==> config.mk <==
export PLATFORM = sky130hd
export DESIGN_NAME = clint_vec
export DESIGN_NICKNAME = d
export VERILOG_FILES = /design/src/rtl/clint_vec.sv
export SDC_FILE = /design/constraint.sdc
export NUM_CORES = 1
export LEC_CHECK = 0
export CAP_MARGIN = 0
export CORE_MARGIN = 5
export CORE_UTILIZATION = 43
export DETAILED_ROUTE_END_ITERATION = 7
export GPL_TIMING_DRIVEN = 0
export PLACE_DENSITY_LB_ADDON = 0.12
export SLEW_MARGIN = 10
export SYNTH_ARGS = -nofsm -noshare
export SYNTH_HDL_FRONTEND = slang
export SYNTH_SLANG_ARGS = --single-unit
==> constraint.sdc <==
create_clock -name clk_i -period 6.42 [get_ports clk_i]
set_clock_uncertainty 0.05 [all_clocks]
set_input_delay 1.284 -clock clk_i [delete_from_list [all_inputs] [get_ports clk_i]]
set_output_delay 1.284 -clock clk_i [all_outputs]
set_load 0.01 [all_outputs]
==> src/rtl/clint_vec.sv <==
// -----------------------------------------------------------------------------
// clint_vec - core-local interrupt controller with NUM_IRQ external sources.
//
// Latches the external lines into a pending register (per-source level or
// rising-edge trigger). In IDLE it arbitrates ECALL/EBREAK, enabled pending
// sources (lowest index wins) and MRET. It then runs the mepc/mstatus/mcause
// CSR write sequence and redirects ex, optionally through vectored mtvec.
//
// Ports:
//   clk_i, rst_ni        clock, asynchronous active-low reset
//   irq_i, irq_en_i      raw interrupt lines and per-source enables (mie)
//   global_int_en_i      mstatus.MIE
//   inst_i, inst_addr_i  instruction currently in id and its address
//   jump_flag_i/addr_i   ex jump taken and its target
//   div_started_i        divider busy
//   csr_mtvec_i/mepc_i/mstatus_i  current CSR values
//   hold_flag_o          pipeline hold to control_tr
//   csr_we_o/waddr_o/wdata_o      CSR write port
//   int_assert_o/addr_o  one-cycle redirect to ex and its target
//   irq_ack_o            one-hot acknowledge of the taken source
//   pending_o            pending register (mip image)
// -----------------------------------------------------------------------------
module clint_vec #(
    parameter int                   NUM_IRQ    = 8,
    parameter logic [NUM_IRQ-1:0]   EDGE_MASK  = '0,
    parameter int                   CAUSE_BASE = 16
) (
    input  logic                clk_i,
    input  logic                rst_ni,
    input  logic [NUM_IRQ-1:0]  irq_i,
    input  logic [NUM_IRQ-1:0]  irq_en_i,
    input  logic                global_int_en_i,
    input  logic [31:0]         inst_i,
    input  logic [31:0]         inst_addr_i,
    input  logic                jump_flag_i,
    input  logic [31:0]         jump_addr_i,
    input  logic                div_started_i,
    input  logic [31:0]         csr_mtvec_i,
    input  logic [31:0]         csr_mepc_i,
    input  logic [31:0]         csr_mstatus_i,
    output logic                hold_flag_o,
    output logic                csr_we_o,
    output logic [31:0]         csr_waddr_o,
    output logic [31:0]         csr_wdata_o,
    output logic                int_assert_o,
    output logic [31:0]         int_addr_o,
    output logic [NUM_IRQ-1:0]  irq_ack_o,
    output logic [NUM_IRQ-1:0]  pending_o
);

    localparam logic [31:0] INST_ECALL  = 32'h0000_0073;
    localparam logic [31:0] INST_EBREAK = 32'h0010_0073;
    localparam logic [31:0] INST_MRET   = 32'h3020_0073;
    localparam logic [31:0] CSR_MSTATUS = 32'h0000_0300;
    localparam logic [31:0] CSR_MEPC    = 32'h0000_0341;
    localparam logic [31:0] CSR_MCAUSE  = 32'h0000_0342;

    typedef enum logic [2:0] {
        S_IDLE, S_W_MEPC, S_W_MSTATUS, S_W_MCAUSE, S_W_MRET, S_JUMP
    } state_e;

    state_e              state_q, state_d;
    logic [NUM_IRQ-1:0]  pending_q, irq_prev_q, irq_set, irq_masked, irq_ack;
    logic [4:0]          src_idx;
    logic                sync_exc, async_req, is_idle;
    logic                take_sync, take_async, take_mret, take_any;
    logic [31:0]         mepc_q, cause_q, mepc_d, cause_d;
    logic                mret_q;
    logic [31:0]         mtvec_base;

    // ---------------- pending register ----------------
    // Edge sources fire on 0->1 against last cycle's line; level sources fire
    // whenever the line is high. A new set beats the ack clear.
    assign irq_set    = (EDGE_MASK & irq_i & ~irq_prev_q) | (~EDGE_MASK & irq_i);
    assign irq_masked = pending_q & irq_en_i;
    assign async_req  = global_int_en_i & (|irq_masked);

    // Lowest enabled pending source wins: scan downwards so the lowest
    // index is the last one written.
    always_comb begin
        // NOTE: every variable written in a combinational block gets a value
        // up front, otherwise a path that skips the assignment infers a latch.
        src_idx = '0;
        for (int i = NUM_IRQ - 1; i >= 0; i--) begin
            if (irq_masked[i]) src_idx = 5'(i);
        end
    end

    // ---------------- arbitration (IDLE only) ----------------
    // A sync exception deferred by the divider blocks everything below it,
    // so the controller simply waits in IDLE and re-samples inst_i.
    assign is_idle    = (state_q == S_IDLE) & rst_ni;
    assign sync_exc   = (inst_i == INST_ECALL) | (inst_i == INST_EBREAK);
    assign take_sync  = is_idle & sync_exc & ~div_started_i;
    assign take_async = is_idle & ~sync_exc & async_req;
    assign take_mret  = is_idle & ~sync_exc & ~async_req & (inst_i == INST_MRET);
    assign take_any   = take_sync | take_async | take_mret;

    assign irq_ack = take_async ? ({{(NUM_IRQ-1){1'b0}}, 1'b1} << src_idx) : '0;

    always_comb begin
        mepc_d  = inst_addr_i;
        cause_d = 32'd0;
        if (take_sync) begin
            mepc_d  = jump_flag_i ? (jump_addr_i - 32'd4) : inst_addr_i;
            cause_d = (inst_i == INST_EBREAK) ? 32'd3 : 32'd11;
        end else if (take_async) begin
            if (jump_flag_i)        mepc_d = jump_addr_i;
            else if (div_started_i) mepc_d = inst_addr_i - 32'd4;
            cause_d = 32'h8000_0000 | (32'(CAUSE_BASE) + 32'(src_idx));
        end
    end

    // ---------------- sequential state ----------------
    always_ff @(posedge clk_i or negedge rst_ni) begin
        if (!rst_ni) begin
            state_q    <= S_IDLE;
            pending_q  <= '0;
            irq_prev_q <= '0;
            mepc_q     <= '0;
            cause_q    <= '0;
            mret_q     <= 1'b0;
        end else begin
            // NOTE: clocked state uses non-blocking assignments so every
            // register samples the pre-edge values regardless of order.
            state_q    <= state_d;
            pending_q  <= (pending_q & ~irq_ack) | irq_set;
            irq_prev_q <= irq_i;
            if (take_sync || take_async) begin
                mepc_q  <= mepc_d;
                cause_q <= cause_d;
                mret_q  <= 1'b0;
            end else if (take_mret) begin
                mret_q  <= 1'b1;
            end
        end
    end

    // ---------------- next state ----------------
    always_comb begin
        state_d = state_q;
        case (state_q)
            S_IDLE: begin
                if (take_sync || take_async) state_d = S_W_MEPC;
                else if (take_mret)          state_d = S_W_MRET;
            end
            S_W_MEPC:    state_d = S_W_MSTATUS;
            S_W_MSTATUS: state_d = S_W_MCAUSE;
            S_W_MCAUSE:  state_d = S_JUMP;
            S_W_MRET:    state_d = S_JUMP;
            S_JUMP:      state_d = S_IDLE;
            default:     state_d = S_IDLE;
        endcase
    end

    // ---------------- outputs ----------------
    assign mtvec_base = {csr_mtvec_i[31:2], 2'b00};

    always_comb begin
        csr_we_o     = 1'b0;
        csr_waddr_o  = '0;
        csr_wdata_o  = '0;
        int_assert_o = 1'b0;
        int_addr_o   = '0;
        case (state_q)
            S_W_MEPC: begin
                csr_we_o    = 1'b1;
                csr_waddr_o = CSR_MEPC;
                csr_wdata_o = mepc_q;
            end
            S_W_MSTATUS: begin
                // Trap entry: MPIE <= MIE, MIE <= 0, MPP <= M.
                csr_we_o    = 1'b1;
                csr_waddr_o = CSR_MSTATUS;
                csr_wdata_o = {csr_mstatus_i[31:13], 2'b11, csr_mstatus_i[10:8],
                               csr_mstatus_i[3], csr_mstatus_i[6:4], 1'b0,
                               csr_mstatus_i[2:0]};
            end
            S_W_MCAUSE: begin
                csr_we_o    = 1'b1;
                csr_waddr_o = CSR_MCAUSE;
                csr_wdata_o = cause_q;
            end
            S_W_MRET: begin
                // Trap return: MIE <= MPIE, MPIE <= 1.
                csr_we_o    = 1'b1;
                csr_waddr_o = CSR_MSTATUS;
                csr_wdata_o = {csr_mstatus_i[31:8], 1'b1, csr_mstatus_i[6:4],
                               csr_mstatus_i[7], csr_mstatus_i[2:0]};
            end
            S_JUMP: begin
                int_assert_o = 1'b1;
                if (mret_q)
                    int_addr_o = csr_mepc_i;
                else if (csr_mtvec_i[1:0] == 2'b01 && cause_q[31])
                    int_addr_o = mtvec_base + {cause_q[29:0], 2'b00};
                else
                    int_addr_o = mtvec_base;
            end
            default: ;
        endcase
    end

    assign hold_flag_o = (state_q != S_IDLE) | take_any;
    assign irq_ack_o   = irq_ack;
    assign pending_o   = pending_q;

endmodule

==> results.cfg <==
[timing]
grt_setup_unrepaired = no
fin_setup_tns_ps = 0
worst_slew_margin_rel_pct = 32.1
maxSlewViolCount = 0
achievable-frequency_ghz = 0.163
setup_ws_ps = 303
post-route-min-period_ps = 6120
fin_crit_sh_pct = 95.3
tightest_slew_ps = 1020
setup_viol = 0
finalHoldWorstSlack_ps = 449
hold_violation_count_in_the_final_report = 0

[finish]
finalInstanceArea_um2 = 9300
final_core_util_pct = 70.0
nets = 1356
layoutNonFillerInstCount = 1312
drive_above_1_share_pct = 5.64
area_growth_syn_to_layout_pct = 59.5

[synth]
synthArstFlopShare_pct = 100
syn_inst = 802
synth_edf_count = 0
ys_dominant_reg_cell = sky130_fd_sc_hd__dfrtp_1
yosysWarningCount = 0
synth_top_area_share_pct = 21.0
netlist.top_cell.by_area = sky130_fd_sc_hd__dfrtp_1
synth_cell_types = 62
netlist_top_cells_area = sky130_fd_sc_hd__dfrtp_1 21%, sky130_fd_sc_hd__xnor2_1 5.9%, sky130_fd_sc_hd__o21ai_0 5.5%
synth_sequential_area_ratio_pct = 21.0
ys_ff_latch = 49
syn-cell-area_um2 = 5830
synth.avg_cell_area_um2 = 7.27

[global_routing]
grt_first_pass_wirelength_mm = 39.8
use_met1_pct = 39.2
grt_busiest_layer = met2
grt_max_degree = 33
globalRouteOverflowTotal = 0
grt_use_met2_pct = 53.3
grt_use_met3_pct = 6.47
grt_antenna_before_repair = 3
number_of_global_route_vias_before_repair = 7069
groute.usage.overall_pct = 31.1

[floorplan]
effective_utilization_at_floorplan_pct = 43.9
rows = 42
die_area_um2 = 16000
core-area_um2 = 13300
die_h_um = 126
pin_count = 328
die_width_um = 126

[cts]
cts_sinks = 49
worst_setup_hold_path_clk_slew_ps = 70
cell_at_the_root_of_the_clock_tree = sky130_fd_sc_hd__clkbuf_16
clock_latency_on_the_worst_skew_pair_ps = 310
postCtsHoldBufs = 0
htree_num_levels = 2
post_cts_setup_repair_buffer_count = 0
ctsLongestPathBuffers = 2
cts_tree = built
cts_inserted_buffers = 5
post_cts_resized = 0

[pwr]
irDropWorstVdd_mv = 0.143
power_leakage_nw = 3.56
totalPowerFinal_mw = 2.19
power.density_nw_per_um2 = 236

[placement]
routabilityCongestion = 1.01
dpl.hpwl_mm = 21.7
pre_cts_slack_ps = 261
placed_cell_area_um2 = 9160
placement.io_buffers = 299
place.detailed.instances = 1304

[worst_setup_path]
worst-r2r-cell-count = 7
path_class = input port to primary output
critPathSlowestCell = sky130_fd_sc_hd__clkdlybuf4s50_1
crit_fanout = 10
end_kind = primary output
slowest_delay_ps = 600
cp.arrival_ps = 4780
crit_chain = clkdlybuf4s50_1 > ha_1 > inv_1 > fa_1 > nand2b_1 > a21oi_1 > o21ai_0 > clkbuf_1 > nor4_1 > xnor2_1 > a211oi_1 > clkdlybuf4s50_1
start_kind = input port
cp_data_required_time_ps = 5090
cp_common_cell = sky130_fd_sc_hd__clkdlybuf4s50_1

[drt]
ant_nets = 0
firstDrtPassIters = 6
route.detailed.wl_per_inst_um = 20.1
drt_drc_violations_left = 0
detailedRoute.firstIterationViolations = 591
viasPerCell = 5.68
route.final.wire_length_mm = 26.4
dr_total_vias = 7457

[min_path]
worst_hold_path.num_cells = 2
hold_path.class = flop to flop

[run_status]
status = completed

[job]
drv_cap = 0
-- critical path, delay by kind of cell --
| family | cells | cell delay [ps] |
|---|---|---|
| buf+inv | 4 | 1440 |
| compound gates | 3 | 750 |
| simple gates | 2 | 590 |
| fa+ha+maj | 2 | 580 |
| xor+xnor | 1 | 140 |
-- Yosys cell counts, drive strengths merged (9+ instances only) --
library cell,instances
nand3,24
mux2i,22
buf,40
inv,25
or3,9
nand2b,28
a21oi,47
nand2,85
o211ai,24
a22o,24
xnor2,39
xor2,26
or4,9
clkbuf,31
o21ai,65
nor2,69
dfrtp,49
a22oi,18
nor4,31
nor3,30
-- flip-flops by register name, summed over array words and instances (netlist names) --
signal	cells
state_q	3
mepc_q	32
mret_q	1
cause_q	5
pending_o	8
-- layout by cell type, fill, tap and decap left out, types with 31 or more instances in the layout --
master | netlist | layout
sky130_fd_sc_hd__o21ai_0 | 64 | 64
sky130_fd_sc_hd__nor2_1 | 69 | 69
sky130_fd_sc_hd__buf_4 | 31 | 31
sky130_fd_sc_hd__dfrtp_1 | 49 | 49
sky130_fd_sc_hd__clkdlybuf4s50_1 | 0 | 298
sky130_fd_sc_hd__a21oi_1 | 47 | 47
sky130_fd_sc_hd__xnor2_1 | 39 | 39
sky130_fd_sc_hd__clkbuf_1 | 31 | 31
sky130_fd_sc_hd__nand2_1 | 85 | 85
-- path summary, 6_finish.rpt --
kind	from	end	slack, ps
worst max-delay path	csr_mtvec_i[2]	int_addr_o[16]	300
worst min-delay path	mepc_q[23]	mepc_q[23]	450
worst max register to register	state_q[0]	mepc_q[21]	3210
worst min register to register	mepc_q[23]	mepc_q[23]	450
max in group asynchronous	rst_ni	mret_q	4980
min in group asynchronous	rst_ni	mepc_q[8]	850
-- final cells by class --
cell class	instances	area, um^2
multi-input combinational	681	4200
fill	1166	3990
timing repair buffer	300	3010
sequential	49	1230
buffer	71	398
tap	176	220
clock buffer	5	125
inverter	27	101
clock inverter	2	16.3
antenna	1	2.50
-- power breakdown --
group          total [mW]  leakage, nW  internal, mW  switching (mW)
registers           0.507        0.581         0.422          0.0843
clock network       0.278       0.0659         0.144           0.134
logic                1.41         2.91         0.717           0.690
total                2.19         3.56          1.28           0.909
-- layer usage --
layer	up-vias	wire (um)
met5	-	27
met4	4	668
met3	52	2450
met2	410	12800
met1	3434	10500
li1	3557	-
-- cells by family (layout without fill, tap and decap cells) --
kind of cell | Yosys count | after routing | share of synthesized area [%]
adder cells (fa/ha/maj) | 8 | 8 | 1.85
AND/OR/NAND/NOR | 327 | 327 | 28.9
buffers and inverters | 98 | 405 | 8.56
other | 1 | 28 | 0.0643
AO/OA/AOI/OAI | 230 | 230 | 25.7
multiplexers | 24 | 24 | 4.16
flip-flops | 49 | 49 | 21.0
XOR/XNOR | 65 | 65 | 9.76
Power figures use the tool's default switching activity.
